File: config.mk
export PLATFORM = sky130hd
export DESIGN_NAME = fft_stage_ctrl_flat
export DESIGN_NICKNAME = d
export VERILOG_FILES = /design/src/rtl/fft_pkg.sv /design/src/rtl/fft_stage_if.sv /design/src/rtl/valid_delay_line.sv /design/src/rtl/fft_stage_ctrl.sv /design/src/flat_wrapper.sv
export SDC_FILE = /design/constraint.sdc
export NUM_CORES = 1
export LEC_CHECK = 0
export ABC_CLOCK_PERIOD_IN_PS = 2000
export BUFFER_PORTS_ARGS = -buffer_cell sky130_fd_sc_hd__buf_4
export CAP_MARGIN = 25
export CORE_AREA = 2 2 41 43
export CTS_CLUSTER_DIAMETER = 100
export DETAILED_ROUTE_END_ITERATION = 7
export DIE_AREA = 0 0 43 45
export PLACE_DENSITY_LB_ADDON = 0.2
export SLEW_MARGIN = 30
export SYNTH_ARGS = -nofsm -noshare
export SYNTH_HDL_FRONTEND = slang
export SYNTH_HIERARCHICAL = 1
export SYNTH_SLANG_ARGS = --single-unit
File: constraint.sdc
create_clock -name clk -period 2 [get_ports clk]
set_input_delay 0.4 -clock clk [delete_from_list [all_inputs] [get_ports clk]]
set_output_delay 0.4 -clock clk [all_outputs]
set_load 0.01 [all_outputs]
File: src/rtl/fft_pkg.sv
// Shared types and sizing helpers for the radix-2 delay-feedback FFT stage controller.
package fft_pkg;

   typedef enum logic [1:0] {
      IDLE = 2'd0,
      FILL = 2'd1,
      BFLY = 2'd2
   } state_e;

   localparam int NPOINT_DEF = 512;
   localparam int PAR_DEF    = 16;

   function automatic int blk_f(input int stage_depth, input int par);
      return stage_depth / par;
   endfunction

   function automatic int frame_beats_f(input int npoint, input int par);
      return npoint / par;
   endfunction

   function automatic int cnt_w_f(input int npoint, input int par);
      return $clog2(npoint / par);
   endfunction

   // A single-beat block still needs a one-bit index port.
   function automatic int idx_w_f(input int stage_depth, input int par);
      return (stage_depth / par > 1) ? $clog2(stage_depth / par) : 1;
   endfunction

endpackage

File: src/rtl/fft_stage_if.sv
// Beat handshake in, stage control and status out, for one FFT stage sequencer.
interface fft_stage_if #(
   parameter int IDX_W = 4
);
   logic             din_valid;
   logic             din_sof;
   logic             shift_wr_en;
   logic             bfly_valid;
   logic [IDX_W-1:0] bfly_idx;
   logic             bfly_first;
   logic             out_valid;
   logic             frame_done;
   logic             drop;
   logic             sync_err;
   logic             busy;

   modport slave (
      input  din_valid, din_sof,
      output shift_wr_en, bfly_valid, bfly_idx, bfly_first,
             out_valid, frame_done, drop, sync_err, busy
   );

   modport master (
      output din_valid, din_sof,
      input  shift_wr_en, bfly_valid, bfly_idx, bfly_first,
             out_valid, frame_done, drop, sync_err, busy
   );
endinterface

File: src/rtl/valid_delay_line.sv
// Fixed-latency shift register carrying valid/flag bits alongside the twiddle pipeline.
module valid_delay_line #(
   parameter int WIDTH = 2,
   parameter int DEPTH = 4
) (
   input  logic             clk,
   input  logic             rstn,
   input  logic [WIDTH-1:0] d_i,
   output logic [WIDTH-1:0] q_o,
   output logic             pending_o
);

   logic [WIDTH-1:0] sr_q [DEPTH];

   // NOTE: this array is a handful of flops, not a RAM, so clearing it on reset is cheap and
   // guarantees no stale valid escapes after an abandoned frame.
   always_ff @(posedge clk or negedge rstn) begin
      if (!rstn) begin
         for (int i = 0; i < DEPTH; i++) sr_q[i] <= '0;
      end else begin
         sr_q[0] <= d_i;
         for (int i = 1; i < DEPTH; i++) sr_q[i] <= sr_q[i-1];
      end
   end

   // Bit 0 is the valid bit; any valid still in flight keeps the stage busy.
   always_comb begin
      pending_o = 1'b0;
      for (int i = 0; i < DEPTH; i++) pending_o = pending_o | sr_q[i][0];
   end

   assign q_o = sr_q[DEPTH-1];

endmodule

File: src/rtl/fft_stage_ctrl.sv
// Beat sequencer for one radix-2 DIF delay-feedback stage: fill/butterfly phasing and
// valid/end-of-frame timing through the twiddle pipeline.
module fft_stage_ctrl
   import fft_pkg::*;
#(
   parameter int NPOINT      = NPOINT_DEF,
   parameter int PAR         = PAR_DEF,
   parameter int STAGE_DEPTH = 256,
   parameter int OUT_LAT     = 4,
   localparam int BLK         = blk_f(STAGE_DEPTH, PAR),
   localparam int FRAME_BEATS = frame_beats_f(NPOINT, PAR),
   localparam int CNT_W       = cnt_w_f(NPOINT, PAR),
   localparam int IDX_W       = idx_w_f(STAGE_DEPTH, PAR)
) (
   input  logic        clk,
   input  logic        rstn,
   fft_stage_if.slave  io
);

   localparam int              PH_BIT    = $clog2(BLK);
   localparam logic [CNT_W-1:0] LAST_BEAT = CNT_W'(FRAME_BEATS - 1);

   state_e           state_q, state_d;
   logic [CNT_W-1:0] cnt_q, cnt_d, eff_cnt;
   logic             drop_q, drop_d;
   logic             serr_q, serr_d;
   logic             acc, resync, phase, bfly_v, last;
   logic [1:0]       dly_q;
   logic             pending;

   // Outputs are gated by rstn so they drop the instant reset asserts, even with din_valid high.
   // NOTE: every signal written here gets a default first so no path can infer a latch.
   always_comb begin
      acc     = rstn & io.din_valid & ((state_q != IDLE) | io.din_sof);
      resync  = rstn & io.din_valid & io.din_sof & (state_q != IDLE) & (cnt_q != '0);
      eff_cnt = resync ? '0 : cnt_q;
      phase   = eff_cnt[PH_BIT];
      bfly_v  = acc & phase;
      last    = bfly_v & (eff_cnt == LAST_BEAT);

      state_d = state_q;
      cnt_d   = cnt_q;
      if (acc) begin
         if (eff_cnt == LAST_BEAT) begin
            state_d = IDLE;
            cnt_d   = '0;
         end else begin
            cnt_d   = eff_cnt + 1'b1;
            state_d = cnt_d[PH_BIT] ? BFLY : FILL;
         end
      end

      drop_d = io.din_valid & (state_q == IDLE) & ~io.din_sof;
      serr_d = resync;
   end

   // NOTE: state registers use non-blocking assignments so every flop samples pre-edge values.
   always_ff @(posedge clk or negedge rstn) begin
      if (!rstn) begin
         state_q <= IDLE;
         cnt_q   <= '0;
         drop_q  <= 1'b0;
         serr_q  <= 1'b0;
      end else begin
         state_q <= state_d;
         cnt_q   <= cnt_d;
         drop_q  <= drop_d;
         serr_q  <= serr_d;
      end
   end

   valid_delay_line #(
      .WIDTH (2),
      .DEPTH (OUT_LAT)
   ) u_dly (
      .clk       (clk),
      .rstn      (rstn),
      .d_i       ({last, bfly_v}),
      .q_o       (dly_q),
      .pending_o (pending)
   );

   assign io.shift_wr_en = acc;
   assign io.bfly_valid  = bfly_v;
   assign io.bfly_idx    = eff_cnt[IDX_W-1:0];
   assign io.bfly_first  = bfly_v & (eff_cnt[IDX_W-1:0] == '0);
   assign io.out_valid   = dly_q[0];
   assign io.frame_done  = dly_q[1];
   assign io.drop        = drop_q;
   assign io.sync_err    = serr_q;
   assign io.busy        = (state_q != IDLE) | pending;

endmodule

File: src/flat_wrapper.sv
// flat-port wrapper written by rule: the top's interface ports become plain ports
module fft_stage_ctrl_flat import fft_pkg::*;
#(
   parameter int NPOINT      = NPOINT_DEF,
   parameter int PAR         = PAR_DEF,
   parameter int STAGE_DEPTH = 256,
   parameter int OUT_LAT     = 4,
   localparam int BLK         = blk_f(STAGE_DEPTH, PAR),
   localparam int FRAME_BEATS = frame_beats_f(NPOINT, PAR),
   localparam int CNT_W       = cnt_w_f(NPOINT, PAR),
   localparam int IDX_W       = idx_w_f(STAGE_DEPTH, PAR)
)
  (clk, rstn, io_din_valid, io_din_sof, io_shift_wr_en, io_bfly_valid, io_bfly_idx, io_bfly_first, io_out_valid, io_frame_done, io_drop, io_sync_err, io_busy);
  fft_stage_if #(.IDX_W(4)) io_i ();
  input  logic clk;
  input  logic rstn;
  input wire logic [$bits(io_i.din_valid)-1:0] io_din_valid;
  input wire logic [$bits(io_i.din_sof)-1:0] io_din_sof;
  output wire logic [$bits(io_i.shift_wr_en)-1:0] io_shift_wr_en;
  output wire logic [$bits(io_i.bfly_valid)-1:0] io_bfly_valid;
  output wire logic [$bits(io_i.bfly_idx)-1:0] io_bfly_idx;
  output wire logic [$bits(io_i.bfly_first)-1:0] io_bfly_first;
  output wire logic [$bits(io_i.out_valid)-1:0] io_out_valid;
  output wire logic [$bits(io_i.frame_done)-1:0] io_frame_done;
  output wire logic [$bits(io_i.drop)-1:0] io_drop;
  output wire logic [$bits(io_i.sync_err)-1:0] io_sync_err;
  output wire logic [$bits(io_i.busy)-1:0] io_busy;
  assign io_i.din_valid = io_din_valid;
  assign io_i.din_sof = io_din_sof;
  assign io_shift_wr_en = io_i.shift_wr_en;
  assign io_bfly_valid = io_i.bfly_valid;
  assign io_bfly_idx = io_i.bfly_idx;
  assign io_bfly_first = io_i.bfly_first;
  assign io_out_valid = io_i.out_valid;
  assign io_frame_done = io_i.frame_done;
  assign io_drop = io_i.drop;
  assign io_sync_err = io_i.sync_err;
  assign io_busy = io_i.busy;
  fft_stage_ctrl #(.NPOINT(NPOINT), .PAR(PAR), .STAGE_DEPTH(STAGE_DEPTH), .OUT_LAT(OUT_LAT)) u_core (.clk(clk), .rstn(rstn), .io(io_i));
endmodule
Word-level counts from Yosys, hierarchy flattened
Cells that the tools add are included.
- ROM bits: 0
- flip-flop bits (word level): 17
- latch bits: 0
- logic and storage cells: 34
- memories kept: 0
- bits of input ports: 4
- memory bits (writable): 0
- output and inout bits: 12
- reduce and logical (&&, ||, !) cells: 4
- divide/modulo/power cells: 0
- order comparisons: 0
- add/subtract/negate cells: 1
- eq/ne operators: 1
- muxes and demuxes: 4
- bitwise operators: 16
- shift operators: 0
- multipliers: 0
- operators with widths (operator ; number):
    AND 1 bit ; 10
    2-to-1 mux 5 bit ; 2
    adder 5 x 1 -> 5 bit, second input constant ; 1
    equality test 5 bit, second input constant ; 1
    OR 1 bit ; 5
    nonzero test 5 bit ; 1
    logical NOT 4 bit ; 1
    2-to-1 mux 2 bit ; 2
    logical NOT 2 bit ; 1
    nonzero test 2 bit ; 1
    inverter 1 bit ; 1

Depth between registers and ports, before layout
Gate-level depths: netlist of the first run.
- depth in word-level cells: 8
- depth in mapped cells: 9
- depth with buffers taken out: 9

By module
The synthesis of the first run kept the hierarchy.
- by module, submodules not included (module ; seq. area each (um2) ; area an instance (um2) ; times used ; cells each):
    fft_stage_ctrl ; 200.2 ; 494.2 ; 1 ; 49
    valid_delay_line ; 200.2 ; 222.7 ; 1 ; 11

Worst setup path before layout of the first run
OpenSTA, ideal clock, no wires.
- kind: flip-flop to flip-flop
- start: reg u_core.state_q[1]
- end: reg u_core.cnt_q[3]
- library setup time: 0.082 ns
- path slack: 0.166 ns
- clock period less this slack: 1.834 ns
- arrival time: 1.752 ns
- buffers on the path: 0
- cell stages (with the launch flop): 10
- cell sequence: dfrtp_1 > o2111ai_2 > nand2_1 > inv_1 > ha_1 > and3_1 > ha_1 > a31oi_1 > a21boi_1 > o22ai_1
- cells in the longest elaborated chain, start to end: 6
- elaborated cells between the ends (all ways): 9
- RTL lines (element ; RTL line ; source):
    start, declared ; fft_stage_ctrl.sv:23 ; state_e state_q, state_d;
    start signal, assigned ; fft_stage_ctrl.sv:65 ; state_q <= state_d;
    nonzero test 2 bit * ; fft_stage_ctrl.sv:35 ; resync = rstn & io.din_valid & io.din_sof & (state_q != IDLE) & (cnt_q != '0);
    AND 1 bit * (2 in a row) ; fft_stage_ctrl.sv:35 ;
    2-to-1 mux 5 bit * ; fft_stage_ctrl.sv:36 ; eff_cnt = resync ? '0 : cnt_q;
    net io_bfly_idx[0] ; flat_wrapper.sv:21 ; output wire logic [$bits(io_i.bfly_idx)-1:0] io_bfly_idx;
    adder 5 x 1 -> 5 bit or equality test 5 bit (tied branches) ; fft_stage_ctrl.sv:48, fft_stage_ctrl.sv:44 ;
    2-to-1 mux 5 bit * ; fft_stage_ctrl.sv:44 ; if (eff_cnt == LAST_BEAT) begin
    end signal, assigned ; fft_stage_ctrl.sv:66 ; cnt_q <= cnt_d;
    end, declared ; fft_stage_ctrl.sv:24 ; logic [CNT_W-1:0] cnt_q, cnt_d, eff_cnt;
Mark *: on every way through the listed nets, which the timed path passes. The rest lies on a longest branch.
A chain may end at the register's enable or synchronous reset.

Worst setup path in the final report of the first run
- start: reg u_core/u_dly/sr_q[2] (netlist name)
- end: out io_busy
- cells in the longest elaborated chain, start to end: 3
- RTL lines (element ; RTL line ; source):
    start, declared ; valid_delay_line.sv:13 ; logic [WIDTH-1:0] sr_q [DEPTH];
    OR 1 bit (2 in a row) ; valid_delay_line.sv:29 ; for (int i = 0; i < DEPTH; i++) pending_o = pending_o | sr_q[i][0];
    net u_core.pending ; fft_stage_ctrl.sv:29 ; logic pending;
    OR 1 bit ; fft_stage_ctrl.sv:91 ; assign io.busy = (state_q != IDLE) | pending;
    end, declared ; flat_wrapper.sv:27 ; output wire logic [$bits(io_i.busy)-1:0] io_busy;
The timed path passes the listed nets, and every way through them passes these cells.

==> metrics.txt, run 1 <==
# TYPE chip_impl_metric gauge
chip_impl_info{name="outcome",value="finished, violations left"} 1
chip_impl_info{name="violations",value="setup timing"} 1
chip_impl_metric{name="dp_worst_setup_slack",unit="ns"} 0.0124
chip_impl_info{name="crit_slowest_cell",value="sky130_fd_sc_hd__or4_1"} 1
chip_impl_metric{name="num_rows",unit=""} 14
chip_impl_metric{name="final-hold-violation-count",unit=""} 0
chip_impl_info{name="critical-path-top-delay-family",value="simple AND/OR/NAND/NOR gates"} 1
chip_impl_metric{name="postSynthNetCount",unit=""} 68
chip_impl_metric{name="min_clock_period_post_route",unit="ns"} 2.02
chip_impl_metric{name="power.static_leakage",unit="nW"} 0.491
chip_impl_metric{name="fin_nets",unit=""} 92
chip_impl_info{name="clock_root_buffer",value="sky130_fd_sc_hd__clkbuf_4"} 1
chip_impl_metric{name="globalRouteOverflowTotal",unit=""} 0
chip_impl_metric{name="seq_area_frac_synth",unit=""} 0.558
chip_impl_metric{name="n_fill_cell",unit=""} 132
chip_impl_metric{name="synthesis.instances",unit=""} 60
chip_impl_metric{name="drive_gt1_frac",unit=""} 0.373
chip_impl_metric{name="worstPathBufferInverterCount",unit=""} 1
chip_impl_info{name="cp-end-kind",value="output pin"} 1
chip_impl_metric{name="maximum_capacitance_violations",unit=""} 0
chip_impl_metric{name="fmax",unit="GHz"} 0.495
chip_impl_metric{name="die_outline_area",unit="um2"} 1940
chip_impl_metric{name="cts_num_sinks",unit=""} 16
chip_impl_metric{name="fp.coreArea",unit="um2"} 1470
chip_impl_metric{name="power-per-cell-area",unit="nW/um2"} 1140
chip_impl_metric{name="ctsHtreeMaxLevel",unit=""} 1
chip_impl_metric{name="number_of_synthesized_flops_with_an_enable_pin",unit=""} 0
chip_impl_metric{name="globalRouteTotalUtil",unit=""} 0.157
chip_impl_metric{name="final.setup.worst_slack",unit="ns"} -0.0211
chip_impl_metric{name="cts_inserted_buffers",unit=""} 3
chip_impl_metric{name="start_util",unit=""} 0.487
chip_impl_metric{name="p_comb_frac",unit=""} 0.373
chip_impl_metric{name="drt_pre_antenna_iters",unit=""} 4
chip_impl_metric{name="ant_nets",unit=""} 0
chip_impl_info{name="synth.most_common_cell",value="sky130_fd_sc_hd__dfrtp_1"} 1
chip_impl_info{name="grt_setup_unrepaired",value="yes"} 1
chip_impl_metric{name="cp.required",unit="ns"} 1.60
chip_impl_metric{name="worst_clock_skew",unit="ns"} 0.00232
chip_impl_metric{name="whs",unit="ns"} 0.0845
chip_impl_info{name="synth_top_flop_cell",value="sky130_fd_sc_hd__dfrtp_1"} 1
chip_impl_info{name="yosysTopAreaCell",value="sky130_fd_sc_hd__dfrtp_1"} 1
chip_impl_metric{name="power.ir.vdd_worst",unit="uV"} 538
chip_impl_metric{name="routed_via_density",unit=""} 5.15
chip_impl_metric{name="die_w",unit="um"} 43
chip_impl_metric{name="final_design_area_no_fill",unit="um2"} 928
chip_impl_metric{name="ys_seq_elements",unit=""} 16
chip_impl_info{name="synth_commonest_cells",value="sky130_fd_sc_hd__dfrtp_1, sky130_fd_sc_hd__nand2_1, sky130_fd_sc_hd__ha_1, sky130_fd_sc_hd__inv_1, sky130_fd_sc_hd__and2_1"} 1
chip_impl_info{name="tritoncts",value="done"} 1
chip_impl_metric{name="wl_per_cell",unit="um"} 12.8
chip_impl_metric{name="netlist.area_leader.share",unit=""} 0.558
chip_impl_metric{name="finalMaxSlewViolations",unit=""} 0
chip_impl_metric{name="drt_first_iter_violations",unit=""} 9
chip_impl_metric{name="final.period_utilization",unit=""} 1.01
chip_impl_info{name="timing.critical_path.from_type",value="register"} 1
chip_impl_metric{name="drt_drc_violations_left",unit=""} 0
chip_impl_metric{name="wire_length_of_the_first_global_routing_pass",unit="mm"} 2.16
chip_impl_metric{name="post_dp_cell_area",unit="um2"} 868
chip_impl_metric{name="post_synth.cell_area_avg",unit="um2"} 11.9
chip_impl_metric{name="aggregate_routed_wire_length",unit="mm"} 1.27
chip_impl_metric{name="antenna_found_initial",unit=""} 0
chip_impl_metric{name="clk-insertion-delay-late",unit="ns"} 0.28
chip_impl_metric{name="crit_path_max_fanout",unit=""} 2
chip_impl_metric{name="actual_transition_at_the_worst_max_transition_pin",unit="ns"} 0.241
chip_impl_metric{name="via_count",unit=""} 510
chip_impl_metric{name="clock_path_buffers",unit=""} 2
chip_impl_metric{name="yosys_warnings",unit=""} 6
chip_impl_metric{name="p_int",unit="uW"} 711
chip_impl_metric{name="synth_area",unit="um2"} 717
chip_impl_metric{name="maximum_number_of_pins_on_one_net_before_global_route_repair",unit=""} 20
chip_impl_metric{name="io-pin-count",unit=""} 16
chip_impl_metric{name="yosys.cell_types.count",unit=""} 27
chip_impl_metric{name="number_of_global_route_vias_before_repair",unit=""} 501
chip_impl_metric{name="seq_power_share",unit=""} 0.433
chip_impl_metric{name="io_buffer_count",unit=""} 15
chip_impl_metric{name="hpwl_dp",unit="um"} 929
chip_impl_metric{name="async_reset_ff_frac",unit=""} 1.00
chip_impl_info{name="synth_area_leaders",value="sky130_fd_sc_hd__dfrtp_1, sky130_fd_sc_hd__ha_1, sky130_fd_sc_hd__nand2_1"} 1
chip_impl_metric{name="power.switching",unit="uW"} 346
chip_impl_metric{name="worst_slew_margin_rel",unit=""} 0.837
chip_impl_metric{name="worstPathArrival",unit="ns"} 1.62
chip_impl_metric{name="antenna-diode-count",unit=""} 0
chip_impl_metric{name="area_growth",unit="%"} 29.5
chip_impl_metric{name="finalSetupViolCount",unit=""} 1
chip_impl_metric{name="clk_pin_slew",unit="ns"} 0.09
chip_impl_info{name="holdCritPathClass",value="input port to async pin"} 1
chip_impl_metric{name="gp_congestion",unit=""} 0.834
chip_impl_metric{name="cpPeakStageDelay",unit="ns"} 0.51
chip_impl_info{name="timing_worst_setup_path_type",value="register to output pin"} 1
chip_impl_metric{name="power_switching_share",unit=""} 0.327
chip_impl_metric{name="p_clk_frac",unit=""} 0.195
chip_impl_metric{name="die_h",unit="um"} 45
chip_impl_info{name="critical_path_cell_sequence",value="or4_1 > or3_1 > buf_6"} 1
-- per-stage QoR --
stage	instances	utilization	setup TNS (ns)	total power, mW
3_5_place_dp	94	0.590	0	0.839
4_1_cts	98	0.622	-0.0862	1.06
2_1_floorplan	60	-	0	0.667
6_report	99	0.631	-0.0211	1.06
5_1_grt	99	0.631	-0.154	1.13
3_3_place_gp	94	0.590	0	0.832
-- final timing paths --
kind | from | end | slack, ns | cells after the start
min in group clk | io_din_sof | u_core/io.drop | 0.33 | 2
max | u_core/u_dly/sr_q[2] | io_busy | -0.02 | 3
min reg2reg | u_core/u_dly/sr_q[5] | u_core/u_dly/sr_q[3] | 0.35 | 0
max in group asynchronous | rstn | u_core/state_q[0] | 1.71 | 2
max reg2reg | u_core/state_q[0] | u_core/state_q[1] | 0.17 | 8
min | rstn | u_core/state_q[1] | 0.08 | 2
-- final cells by class --
type / count / area (um2) / share of cell area
Inverter: 4 / 15.0 / 0.0162
Clock buffer: 4 / 36.3 / 0.0391
Multi-Input combinational cell: 37 / 287 / 0.309
Tap cell: 16 / 20.0 / 0.0216
Sequential cell: 16 / 402 / 0.433
Timing Repair Buffer: 22 / 169 / 0.182
-- repair_timing --
item | CTS | global route
setup endpoints to repair | 2 | 3
pin swaps | 0 | 2
hold buffers | 0 | 0
setup buffers | 0 | 1
gates resized for setup | 1 | 2
-- sequential cells by signal (all words and copies together) (netlist names) --
signal              flops
u_core/cnt_q            4
u_core/io.drop          1
u_core/io.sync_err      1
u_core/state_q          2
u_core/u_dly/q_o        2
u_core/u_dly/sr_q       6
-- cell families after synthesis --
family                   after synthesis  synth area share
AO/OA/AOI/OAI                          9             0.101
adder cells (fa/ha/maj)                4            0.0698
AND/OR/NAND/NOR                       21             0.164
flip-flops                            16             0.558
multiplexers                           2            0.0366
XOR/XNOR                               1            0.0122
buffers and inverters                  7            0.0576
-- metal layers --
layer,share of wire,up-vias,GRT usage
li1,-,254,-
met1,0.46,240,0.191
met2,0.46,14,0.245
met3,0.061,2,0.0440
met4,0.012,0,0.109
met5,0,-,0
-- layout by cell type, fill, tap and decap left out, types with 2 or more instances in the layout --
cell type / count
sky130_fd_sc_hd__a22o_1: 2
sky130_fd_sc_hd__ha_1: 4
sky130_fd_sc_hd__and2_1: 3
sky130_fd_sc_hd__nand2_1: 6
sky130_fd_sc_hd__buf_4: 21
sky130_fd_sc_hd__nor2_1: 2
sky130_fd_sc_hd__inv_1: 4
sky130_fd_sc_hd__dfrtp_1: 15
sky130_fd_sc_hd__nand3_1: 2
sky130_fd_sc_hd__and3_1: 2
sky130_fd_sc_hd__clkbuf_4: 3
-- power groups by stage --
stage	Combinational [mW]	Sequential (mW)	Clock, mW
after floorplan	0.220	0.447	0
after global placement	0.378	0.454	0
after detailed placement	0.383	0.456	0
after CTS	0.387	0.454	0.215
after global routing	0.440	0.468	0.227
final	0.394	0.457	0.206
Power figures use the tool's default switching activity.
==> run 2: changes to the inputs <==
SETUP_SLACK_MARGIN = 0.2   (was unset)
==> metrics.txt, run 2 (synthesized netlist as in run 1, its figures left out) <==
# TYPE chip_impl_metric gauge
chip_impl_info{name="outcome",value="finished, violations left"} 1
chip_impl_info{name="violations",value="setup timing"} 1
chip_impl_metric{name="final-hold-violation-count",unit=""} 0
chip_impl_metric{name="placed_instances",unit=""} 92
chip_impl_metric{name="hold_fix_buffers_at_cts",unit=""} 0
chip_impl_metric{name="wire_length_of_the_first_global_routing_pass",unit="mm"} 2.49
chip_impl_metric{name="power.ir.vdd_worst",unit="uV"} 754
chip_impl_metric{name="final.period_utilization",unit=""} 1.01
chip_impl_info{name="cp-end-kind",value="output pin"} 1
chip_impl_metric{name="area_growth",unit="%"} 43.1
chip_impl_metric{name="clock_path_buffers",unit=""} 2
chip_impl_metric{name="drt_first_iter_violations",unit=""} 14
chip_impl_metric{name="aggregate_routed_wire_length",unit="mm"} 1.58
chip_impl_metric{name="count_of_cells_along_the_worst_register_to_register_path",unit=""} 8
chip_impl_info{name="rr_endpoint",value="u_core/state_q[1]"} 1
chip_impl_metric{name="power_switching_share",unit=""} 0.346
chip_impl_metric{name="p_int",unit="uW"} 775
chip_impl_metric{name="clk-insertion-delay-late",unit="ns"} 0.29
chip_impl_metric{name="start_util",unit=""} 0.487
chip_impl_metric{name="n_fill_cell",unit=""} 115
chip_impl_metric{name="design_power_total",unit="mW"} 1.18
chip_impl_metric{name="p_clk_frac",unit=""} 0.186
chip_impl_metric{name="gp_congestion",unit=""} 0.751
chip_impl_metric{name="crit_path_max_fanout",unit=""} 2
chip_impl_metric{name="final.setup.worst_slack",unit="ns"} -0.0219
chip_impl_metric{name="hpwl_dp",unit="um"} 967
chip_impl_metric{name="multi_input_area",unit="um2"} 330
chip_impl_metric{name="globalRouteTotalUtil",unit=""} 0.174
chip_impl_metric{name="die_outline_area",unit="um2"} 1940
chip_impl_info{name="highest_count_cells_in_the_layout_ignoring_fill_and_taps",value="sky130_fd_sc_hd__buf_4, sky130_fd_sc_hd__dfrtp_1, sky130_fd_sc_hd__buf_6"} 1
chip_impl_metric{name="finalMaxSlewViolations",unit=""} 0
chip_impl_metric{name="power-per-cell-area",unit="nW/um2"} 1150
chip_impl_info{name="tritoncts",value="done"} 1
chip_impl_metric{name="worst_clock_skew",unit="ns"} 0.00763
chip_impl_metric{name="finalSetupViolCount",unit=""} 1
chip_impl_metric{name="seq_area",unit="um2"} 403
chip_impl_metric{name="worst_slew_margin_rel",unit=""} 0.828
chip_impl_metric{name="whs",unit="ns"} 0.0300
chip_impl_metric{name="finish.utilization",unit=""} 0.697
chip_impl_info{name="most_frequent_standard_cell_in_the_layout_excluding_fill_and_tap_cells",value="sky130_fd_sc_hd__buf_4"} 1
chip_impl_info{name="most_flops_register",value="u_core/u_dly/sr_q"} 1
chip_impl_metric{name="num_rows",unit=""} 14
chip_impl_metric{name="drive_gt1_frac",unit=""} 0.535
chip_impl_metric{name="cp.required",unit="ns"} 1.60
chip_impl_metric{name="power.switching",unit="uW"} 410
chip_impl_info{name="biggest_regs",value="u_core/u_dly/sr_q x6, u_core/cnt_q x4"} 1
chip_impl_info{name="worstReg2RegStart",value="u_core/state_q[0]"} 1
chip_impl_metric{name="clk_pin_slew",unit="ns"} 0.10
chip_impl_metric{name="ctsHtreeMaxLevel",unit=""} 1
chip_impl_metric{name="dp_worst_setup_slack",unit="ns"} 0.0303
chip_impl_metric{name="via_count",unit=""} 573
chip_impl_metric{name="maximum_capacitance_violations",unit=""} 0
chip_impl_metric{name="die_h",unit="um"} 45
chip_impl_metric{name="die_w",unit="um"} 43
chip_impl_metric{name="antenna-diode-count",unit=""} 0
chip_impl_metric{name="io-pin-count",unit=""} 16
chip_impl_metric{name="fin_nets",unit=""} 95
chip_impl_metric{name="fmax",unit="GHz"} 0.495
chip_impl_info{name="holdCritPathClass",value="input port to async pin"} 1
chip_impl_metric{name="actual_transition_at_the_worst_max_transition_pin",unit="ns"} 0.258
chip_impl_metric{name="cts_num_sinks",unit=""} 16
chip_impl_info{name="clock_root_buffer",value="sky130_fd_sc_hd__clkbuf_4"} 1
chip_impl_metric{name="ant_nets",unit=""} 0
chip_impl_metric{name="drt_drc_violations_left",unit=""} 0
chip_impl_metric{name="reg2reg_setup_slack",unit="ns"} 0.19
chip_impl_metric{name="p_comb_frac",unit=""} 0.420
chip_impl_metric{name="fp.coreArea",unit="um2"} 1470
chip_impl_metric{name="cts_inserted_buffers",unit=""} 3
chip_impl_metric{name="globalRouteOverflowTotal",unit=""} 0
chip_impl_metric{name="antenna_found_initial",unit=""} 0
chip_impl_metric{name="min_clock_period_post_route",unit="ns"} 2.02
chip_impl_metric{name="io_buffer_count",unit=""} 15
chip_impl_metric{name="worstPathArrival",unit="ns"} 1.62
chip_impl_metric{name="maximum_number_of_pins_on_one_net_before_global_route_repair",unit=""} 20
chip_impl_metric{name="power.static_leakage",unit="nW"} 0.510
chip_impl_metric{name="seq_power_share",unit=""} 0.393
chip_impl_info{name="timing_worst_setup_path_type",value="register to output pin"} 1
chip_impl_metric{name="drt_pre_antenna_iters",unit=""} 4
chip_impl_metric{name="max_reg_flops",unit=""} 6
chip_impl_metric{name="number_of_global_route_vias_before_repair",unit=""} 549
chip_impl_metric{name="finalNonFillerCells",unit=""} 102
chip_impl_metric{name="wl_per_cell",unit="um"} 15.5
chip_impl_metric{name="routed_via_density",unit=""} 5.62
chip_impl_info{name="timing.critical_path.from_type",value="register"} 1
chip_impl_info{name="grt_setup_unrepaired",value="yes"} 1
## run 2: cell type report
type                       count  share of cell area
timing repair buffer          25               0.216
clock buffer                   4              0.0354
inverter                       4              0.0146
sequential                    16               0.393
tap                           16              0.0195
multi-input combinational     37               0.322
## run 2: metrics by stage
step / instance area (um2) / setup TNS (ns)
after CTS: 992 / -0.0296
final: 1030 / -0.0219
after detailed placement: 866 / 0
after floorplan: 729 / 0
after global placement: 866 / 0
after global routing: 1030 / -0.104
## run 2: power groups by stage
stage	sequential [mW]	clock [mW]	combinational, mW
2_1_floorplan	0.453	0	0.222
3_3_place_gp	0.469	0	0.357
3_5_place_dp	0.471	0	0.368
4_1_cts	0.460	0.221	0.470
5_1_grt	0.473	0.234	0.545
6_report	0.466	0.221	0.498
## run 2: timing repair
| item | in CTS | in global routing |
|---|---|---|
| gates resized for setup | 17 | 5 |
| pin swaps | 6 | 2 |
| endpoints found under the setup margin | 11 | 8 |
| buffers inserted | 5 | 1 |
## run 2: how the worst max path moves through the flow
stage / slack [ns] / start / depth (start not counted) / endpoint
after floorplan: 0.22 / u_core/state_q[1] / 9 / u_core/cnt_q[3]
after detailed placement: 0.03 / io_din_valid / 10 / u_core/cnt_q[3]
after CTS: -0.03 / u_core/u_dly/q_o[0] / 3 / io_busy
after global routing: -0.09 / u_core/u_dly/q_o[0] / 3 / io_busy
after global placement: 0.06 / io_din_valid / 10 / u_core/cnt_q[3]
final: -0.02 / u_core/u_dly/q_o[0] / 3 / io_busy
## run 2: routing by layer
| layer | up-vias | GRT usage | wire (um) |
|---|---|---|---|
| met5 | - | 0 | 0 |
| li1 | 261 | - | - |
| met4 | 0 | 0.0545 | 0 |
| met3 | 0 | 0.0320 | 83 |
| met1 | 292 | 0.218 | 708 |
| met2 | 20 | 0.309 | 786 |
## run 2: worst max-delay path, cell delays in order, from the launching register on
cell and delay (ns):
sky130_fd_sc_hd__dfrtp_1 0.38, sky130_fd_sc_hd__or4_1 0.50, sky130_fd_sc_hd__or3_1 0.33, sky130_fd_sc_hd__buf_6 0.13
